`src/rtl/riscv_muldiv.sv`:
```
// RV32M multiply/divide execute unit: pipelined multiplier plus an iterative
// restoring divider that stalls issue while it works.
module riscv_muldiv #(
    parameter int XLEN        = 32,
    parameter int MUL_LATENCY = 2
) (
    input  logic            clk_i,
    input  logic            rst_i,
    input  logic            opcode_valid_i,
    input  logic [2:0]      opcode_func_i,
    input  logic [4:0]      opcode_rd_idx_i,
    input  logic [XLEN-1:0] opcode_ra_operand_i,
    input  logic [XLEN-1:0] opcode_rb_operand_i,
    input  logic            flush_i,
    output logic            writeback_valid_o,
    output logic [4:0]      writeback_idx_o,
    output logic [XLEN-1:0] writeback_value_o,
    output logic            stall_o
);
    localparam int CW = $clog2(XLEN + 1);

    typedef enum logic [1:0] {IDLE, RUN, FIXUP} state_t;

    state_t state, state_next;

    logic accept, mul_accept, div_accept;

    assign stall_o    = (state != IDLE);
    assign accept     = opcode_valid_i & ~stall_o & ~flush_i;
    assign mul_accept = accept & ~opcode_func_i[2];
    assign div_accept = accept & opcode_func_i[2];

    // Sign-extending to 2*XLEN lets one unsigned multiply serve all four variants.
    logic              a_sext, b_sext;
    logic [2*XLEN-1:0] a_wide, b_wide, product;
    logic [XLEN-1:0]   mul_result;

    always_comb begin
        a_sext     = ((opcode_func_i[1:0] == 2'd1) | (opcode_func_i[1:0] == 2'd2))
                     & opcode_ra_operand_i[XLEN-1];
        b_sext     = (opcode_func_i[1:0] == 2'd1) & opcode_rb_operand_i[XLEN-1];
        a_wide     = {{XLEN{a_sext}}, opcode_ra_operand_i};
        b_wide     = {{XLEN{b_sext}}, opcode_rb_operand_i};
        product    = a_wide * b_wide;
        mul_result = (opcode_func_i[1:0] == 2'd0) ? product[XLEN-1:0]
                                                  : product[2*XLEN-1:XLEN];
    end

    logic            mul_last_valid;
    logic [4:0]      mul_last_rd;
    logic [XLEN-1:0] mul_last_value;

    // The writeback register is the final multiply stage, so only LATENCY-1 live here.
    generate
        if (MUL_LATENCY > 1) begin : g_mul_pipe
            localparam int D = MUL_LATENCY - 1;
            logic [D-1:0]    valid_q;
            logic [4:0]      rd_q    [D];
            logic [XLEN-1:0] value_q [D];

            always_ff @(posedge clk_i or negedge rst_i) begin
                if (!rst_i) begin
                    valid_q <= '0;
                    for (int i = 0; i < D; i++) begin
                        rd_q[i]    <= '0;
                        value_q[i] <= '0;
                    end
                end else begin
                    for (int i = D - 1; i > 0; i--) begin
                        valid_q[i] <= valid_q[i-1] & ~flush_i;
                        rd_q[i]    <= rd_q[i-1];
                        value_q[i] <= value_q[i-1];
                    end
                    valid_q[0] <= mul_accept;
                    rd_q[0]    <= opcode_rd_idx_i;
                    value_q[0] <= mul_result;
                end
            end

            assign mul_last_valid = valid_q[D-1];
            assign mul_last_rd    = rd_q[D-1];
            assign mul_last_value = value_q[D-1];
        end else begin : g_mul_direct
            assign mul_last_valid = mul_accept;
            assign mul_last_rd    = opcode_rd_idx_i;
            assign mul_last_value = mul_result;
        end
    endgenerate

    logic [CW-1:0]   count;
    logic [XLEN-1:0] quot, rem, divisor;
    logic            q_neg, r_neg, div_zero, want_rem;
    logic [4:0]      div_rd;
    logic            div_signed;
    logic [XLEN-1:0] ra_abs, rb_abs;
    logic [XLEN:0]   shifted, trial;
    logic [XLEN-1:0] q_final, r_final, div_result;

    always_comb begin
        div_signed = ~opcode_func_i[0];
        ra_abs     = (div_signed & opcode_ra_operand_i[XLEN-1]) ? -opcode_ra_operand_i
                                                                : opcode_ra_operand_i;
        rb_abs     = (div_signed & opcode_rb_operand_i[XLEN-1]) ? -opcode_rb_operand_i
                                                                : opcode_rb_operand_i;
        shifted    = {rem, quot[XLEN-1]};
        trial      = shifted - {1'b0, divisor};
        // A zero divisor leaves an all-ones quotient that must not be negated.
        q_final    = (q_neg & ~div_zero) ? -quot : quot;
        r_final    = r_neg ? -rem : rem;
        div_result = want_rem ? r_final : q_final;
    end

    always_ff @(posedge clk_i or negedge rst_i) begin
        if (!rst_i) begin
            state <= IDLE;
        end else begin
            state <= state_next;
        end
    end

    always_comb begin
        state_next = state;
        if (flush_i) begin
            state_next = IDLE;
        end else begin
            case (state)
                IDLE:    if (div_accept) state_next = RUN;
                RUN:     if (count == CW'(1)) state_next = FIXUP;
                FIXUP:   state_next = IDLE;
                default: state_next = IDLE;
            endcase
        end
    end

    always_ff @(posedge clk_i or negedge rst_i) begin
        if (!rst_i) begin
            count    <= '0;
            quot     <= '0;
            rem      <= '0;
            divisor  <= '0;
            q_neg    <= 1'b0;
            r_neg    <= 1'b0;
            div_zero <= 1'b0;
            want_rem <= 1'b0;
            div_rd   <= '0;
        end else if (div_accept) begin
            count    <= CW'(XLEN);
            quot     <= ra_abs;
            rem      <= '0;
            divisor  <= rb_abs;
            q_neg    <= div_signed & (opcode_ra_operand_i[XLEN-1] ^ opcode_rb_operand_i[XLEN-1]);
            r_neg    <= div_signed & opcode_ra_operand_i[XLEN-1];
            div_zero <= (opcode_rb_operand_i == '0);
            want_rem <= opcode_func_i[1];
            div_rd   <= opcode_rd_idx_i;
        end else if (state == RUN) begin
            quot  <= {quot[XLEN-2:0], ~trial[XLEN]};
            rem   <= trial[XLEN] ? shifted[XLEN-1:0] : trial[XLEN-1:0];
            count <= count - CW'(1);
        end
    end

    always_ff @(posedge clk_i or negedge rst_i) begin
        if (!rst_i) begin
            writeback_valid_o <= 1'b0;
            writeback_idx_o   <= '0;
            writeback_value_o <= '0;
        end else if (flush_i) begin
            writeback_valid_o <= 1'b0;
            writeback_idx_o   <= '0;
            writeback_value_o <= '0;
        end else if (state == FIXUP) begin
            writeback_valid_o <= 1'b1;
            writeback_idx_o   <= div_rd;
            writeback_value_o <= div_result;
        end else if (mul_last_valid) begin
            writeback_valid_o <= 1'b1;
            writeback_idx_o   <= mul_last_rd;
            writeback_value_o <= mul_last_value;
        end else begin
            writeback_valid_o <= 1'b0;
            writeback_idx_o   <= '0;
            writeback_value_o <= '0;
        end
    end

endmodule
```
`config.mk`:
```
export PLATFORM = sky130hd
export DESIGN_NAME = riscv_muldiv
export DESIGN_NICKNAME = d
export VERILOG_FILES = /design/src/rtl/riscv_muldiv.sv
export SDC_FILE = /design/constraint.sdc
export NUM_CORES = 2
export LEC_CHECK = 0
export BUFFER_PORTS_ARGS = -buffer_cell sky130_fd_sc_hd__buf_2
export CAP_MARGIN = 20
export CORE_MARGIN = 2
export CORE_UTILIZATION = 55
export DETAILED_ROUTE_END_ITERATION = 8
export GPL_TIMING_DRIVEN = 0
export PLACE_DENSITY_LB_ADDON = 0.15
export SETUP_SLACK_MARGIN = 0.02
export SLEW_MARGIN = 20
export SYNTH_ARGS = -nofsm -noshare
export SYNTH_HDL_FRONTEND = slang
export SYNTH_SLANG_ARGS = --single-unit
```
`constraint.sdc`:
```
create_clock -name clk_i -period 6.35 [get_ports clk_i]
set_input_delay 1.905 -clock clk_i [delete_from_list [all_inputs] [get_ports clk_i]]
set_output_delay 1.905 -clock clk_i [all_outputs]
set_load 0.05 [all_outputs]
```
### Word-level counts from Yosys, hierarchy flattened

Index checks and enable logic that the tools add are counted.

| word-level totals | value |
|---|---|
| flip-flop bits (word level) | 189 |
| output and inout port bits | 39 |
| logic and storage cells | 80 |

| cells by class | value |
|---|---|
| $add $sub $neg | 6 |
| multipliers | 1 |
| eq/ne operators | 7 |
| multiplexer cells | 26 |
| bitwise logic cells | 18 |
| reduce and logical (&&, ||, !) cells | 6 |

Operators by type and width:

| cell | count |
|---|---|
| 2-to-1 mux 32 bit | 14 |
| negator 32 bit | 4 |
| multiplier 33 x 33 -> 64 bit | 1 |
| subtractor 33 x 32 -> 33 bit | 1 |
| logical NOT 32 bit | 1 |
| 2-to-1 mux 5 bit | 3 |
| 2-to-1 mux 6 bit | 2 |
| bitwise AND 1 bit | 10 |
| equality test 6 x 1 -> 1 bit, second input constant | 1 |
| 2-to-1 mux 2 bit | 3 |
| inequality test 3 bit, second input constant | 2 |
| inverter 1 bit | 6 |
| subtractor 6 x 1 -> 6 bit, second input constant | 1 |
| equality test 2 x 1 -> 1 bit, second input constant | 2 |
| equality test 2 bit, second input constant | 2 |
| logical NOT 2 bit | 2 |
| one-hot mux 2 bit (2 select lines) | 1 |
| nonzero test 2 bit | 2 |
| 2-to-1 mux 1 bit | 3 |
| AND reduction 2 bit | 1 |
| OR 1 bit | 1 |
| bitwise XOR 1 bit | 1 |

### Logic depth before layout (Yosys ltp)

| logic depth | value |
|---|---|
| word-level depth | 8 |
| mapped depth | 32 |
| gate-level depth less buffers | 29 |

### Worst setup path before layout

OpenSTA, ideal clock, no wires.

| timing | value |
|---|---|
| path type | input to register |
| start point | input opcode_func_i[0] |
| end point | register g_mul_pipe.value_q[27] (netlist name) |
| setup time | 120 ps |
| data arrival time | 10120 ps |
| setup slack | -3890 ps |
| stages | 31 |
| buffers on the path | 3 |
| path through | inv_1 -> ha_1 -> and2_1 -> clkbuf_1 -> clkbuf_1 -> nand2_1 -> inv_1 -> fa_1 -> inv_1 -> fa_1 -> inv_1 -> fa_1 -> fa_1 -> inv_1 -> fa_1 -> inv_1 -> fa_1 -> inv_1 -> fa_1 -> fa_1 -> inv_1 -> ha_1 -> clkbuf_1 -> a21o_1 -> a21o_1 -> a21oi_1 -> o21ai_0 -> a32o_1 -> or4_1 -> a21o_1 -> a31o_2 |

| on the way | value |
|---|---|
| word-level cells in the longest chain between the ends | 5 |
| elaborated cells on any way between the ends | 8 |
| those cells by class | mul (1); eq/ne (2); mux (1); bitwise (3); reduce/logical (1) |

RTL lines:

| what | line | source |
|---|---|---|
| start: declaration | 10 | `input logic [2:0] opcode_func_i,` |
| equality test 2 x 1 -> 1 bit / equality test 2 bit (equally long branches) | 39, 41 |  |
| OR 1 bit | 39 | `a_sext = ((opcode_func_i[1:0] == 2'd1) \| (opcode_func_i[1:0] == 2'd2))` |
| bitwise AND 1 bit | 40 | `& opcode_ra_operand_i[XLEN-1];` |
| multiplier 33 x 33 -> 64 bit | 44 | `product = a_wide * b_wide;` |
| 2-to-1 mux 32 bit (*) | 45 | `mul_result = (opcode_func_i[1:0] == 2'd0) ? product[XLEN-1:0]` |
| via mul_result[27] | 36 | `logic [XLEN-1:0] mul_result;` |
| end signal: indexed assignment | 72 | `value_q[i] <= value_q[i-1];` |
| end: declaration | 59 | `logic [XLEN-1:0] value_q [D];` |

Mark *: on every way through the listed nets, which the timed path passes. The rest lies on a longest branch.
A chain may end at the register's enable or synchronous reset.

### Worst setup path after layout

Same ends and word-level chain as after synthesis.

==> results_dict.tcl <==
set metrics [dict create \
    worst_pin_slew_ns 0.926 \
    holdBufCountCts 0 \
    die_y_um 307 \
    cpPeakStageDelay_ns 0.62 \
    syn_inst 5776 \
    fin_ws_ns -3.16 \
    dr.pass1.iters 8 \
    drtIter0Drc 4392 \
    arrival_ns 9.85 \
    grt_setup_unrepaired "true" \
    relSlewSlack_pct 37.8 \
    synthFlopType "dfrtp_1" \
    tritoncts "yes" \
    status "finished with violations" \
    wl_per_cell_um 27.0 \
    netlist_area_um2 50500 \
    cp-start-kind "primary input" \
    ys_seq_area_share_pct 9.36 \
    grt_max_degree 88 \
    port_buffers 61 \
    rows 111 \
    grt_overflow_total 0 \
    dp_cells 7026 \
    grt_pass1_vias 43900 \
    finalSetupTns_ns -84.97 \
    synth.net_count 7231 \
    cp.required_ns 6.69 \
    worst_path_max_delay_cell "fa_2" \
    grt_pass1_wl_um 285000 \
    synth_edf_count 0 \
    maxCapViolations 0 \
    pin_count 115 \
    track_usage_pct 41.9 \
    start_util_pct 55.3 \
    cts.sinks 189 \
    period_needed_ns 9.51 \
    fmax_mhz 105 \
    dp_hpwl_um 159000 \
    dieArea_um2 94300 \
    coreArea_um2 91400 \
    cts_inserted_buffers 17 \
    area_growth_pct 15.8 \
    async_flop_share_pct 100 \
    drc 0 \
    slew_viol_final 0 \
    crit_fanout 6 \
    design_area_um2 58500 \
    layout-drive-gt1-share_pct 14.6 \
    nets 7488 \
    root_buffer "clkbuf_16" \
    post_dp_cell_area_um2 53700 \
    post-route-util_pct 64.1 \
    antenna_found_initial 14 \
    vias_per_cell 5.95 \
    die_x_um 307 \
    postRouteAntennaNets 0 \
    period_share_pct 150 \
    crit_top_cell "fa_2" \
    gp_congestion 1.02 \
    clk_latency_ns 0.45 \
    hold_viol_final 0 \
    setup_violations 32 \
    skew_ns 0.0122 \
    routed-via-count 43100 \
    clk_pin_slew_worst_paths_ns 0.08 \
    routed_wl_um 196000 \
    final_cells 7243 \
    cp-end-kind "flop" \
    ys_ff_latch 189 \
    yosys_warnings 0 \
    yosysUniqueCellTypes 76 \
    clockBufferDepth 2 \
    violations "setup timing" \
    h-tree-depth 4 \
    most-common-layout-cells "1203 x inv_1, 1077 x fa_1, 948 x nand2_1" \
    hp-class "reg2reg" \
    final_common_cell "inv_1" \
    critPathKind "in2reg" \
    syn_area_per_cell_um2 8.75 \
]
layout make-up:
class,instances,area [um2]
clock inverters,14,168
multi-input cells,3959,41300
flip-flops and latches,189,4730
repair buffers,253,2200
fillers,7783,32900
well taps,1186,1480
inverters,1262,4770
clock buffers,18,429
plain buffers,351,3450
diodes,11,27.5
state kept, by name (all words and copies together), names as in the netlist:
name,flops
quot,32
q_neg,1
g_mul_pipe.rd_q,5
state,2
want_rem,1
writeback_value_o,32
count,6
r_neg,1
writeback_valid_o,1
div_rd,5
g_mul_pipe.value_q,32
divisor,32
rem,32
g_mul_pipe.valid_q,1
div_zero,1
writeback_idx_o,5
critical path: cells and delay by family:
| kind | cells | cell delay, ns |
|---|---|---|
| simple gates | 6 | 1.37 |
| compound gates | 2 | 0.52 |
| fa+ha+maj | 10 | 4.88 |
| buf+inv | 11 | 1.11 |
cell usage after synthesis, drive strengths merged (8+ instances only):
master | count | area share [%]
fa | 1126 | 45
nand3 | 45 | 0.45
o31ai | 28 | 0.47
a31oi | 11 | 0.14
o21ai | 165 | 1.6
a22oi | 31 | 0.46
nand2b | 12 | 0.15
or3 | 20 | 0.25
inv | 1261 | 9.4
xnor2 | 99 | 1.7
nor2b | 18 | 0.22
nand2 | 973 | 7.2
and2 | 278 | 3.4
o41ai | 13 | 0.26
o211ai | 55 | 0.82
a211oi | 22 | 0.33
a311o | 17 | 0.34
or4 | 16 | 0.27
buf | 61 | 0.47
nor3 | 54 | 0.53
nor4 | 38 | 0.50
and3 | 46 | 0.57
o21bai | 13 | 0.19
nor2 | 152 | 1.1
clkbuf | 305 | 2.3
nand4 | 19 | 0.24
a21o | 54 | 0.80
o21a | 11 | 0.16
xor2 | 108 | 1.9
a2111oi | 8 | 0.18
ha | 253 | 6.3
dfrtp | 189 | 9.4
or2 | 16 | 0.20
a21oi | 185 | 1.8
what timing repair did:
action                     in CTS  in global routing
setup endpoints to repair      32                 32
resized for setup             575                216
gates cloned                    3                  0
setup buffers                 126                 69
pin swaps                     143                154
per-stage QoR:
step	hold slack [ns]	setup WS, ns
after floorplan	0.446	-3.25
after global placement	0.460	-4.80
after detailed placement	0.470	-4.87
after CTS	0.487	-3.04
after global routing	0.506	-3.20
final	0.483	-3.16
metal layers:
| layer | part of all wire (%) | wire [um] | track usage [%] |
|---|---|---|---|
| met4 | 7.2 | 14000 | 24.0 |
| met2 | 45 | 87800 | 64.4 |
| met5 | 0.040 | 78 | 0 |
| met3 | 12 | 23200 | 11.5 |
| met1 | 36 | 70700 | 53.7 |
logic make-up after synthesis:
kind of cell             after synthesis  share of synthesized area [%]
XOR/XNOR                             207                           3.59
adder cells (fa/ha/maj)             1379                           50.9
AO/OA/AOI/OAI                        659                           8.43
flip-flops                           189                           9.36
AND/OR/NAND/NOR                     1710                           15.6
buffers and inverters               1628                           12.1
multiplexers                           4                         0.0817
worst paths after layout:
path                                       start                     end  slack, ns  cells past startpoint
min in group asynchronous                  rst_i               div_rd[1]       1.29                      1
worst min-delay path                 divisor[23]             divisor[23]       0.48                      2
worst max-delay path            opcode_func_i[0]  g_mul_pipe.value_q[27]      -3.16                     29
max in group asynchronous                  rst_i   g_mul_pipe.value_q[4]       4.38                      2
worst max register to register          quot[31]                 rem[28]       1.91                     14
worst min register to register       divisor[23]             divisor[23]       0.48                      2
Power is left out: the tool's default activity adds up to more than one toggle a clock period on the data nets, which glitch-free logic cannot reach.
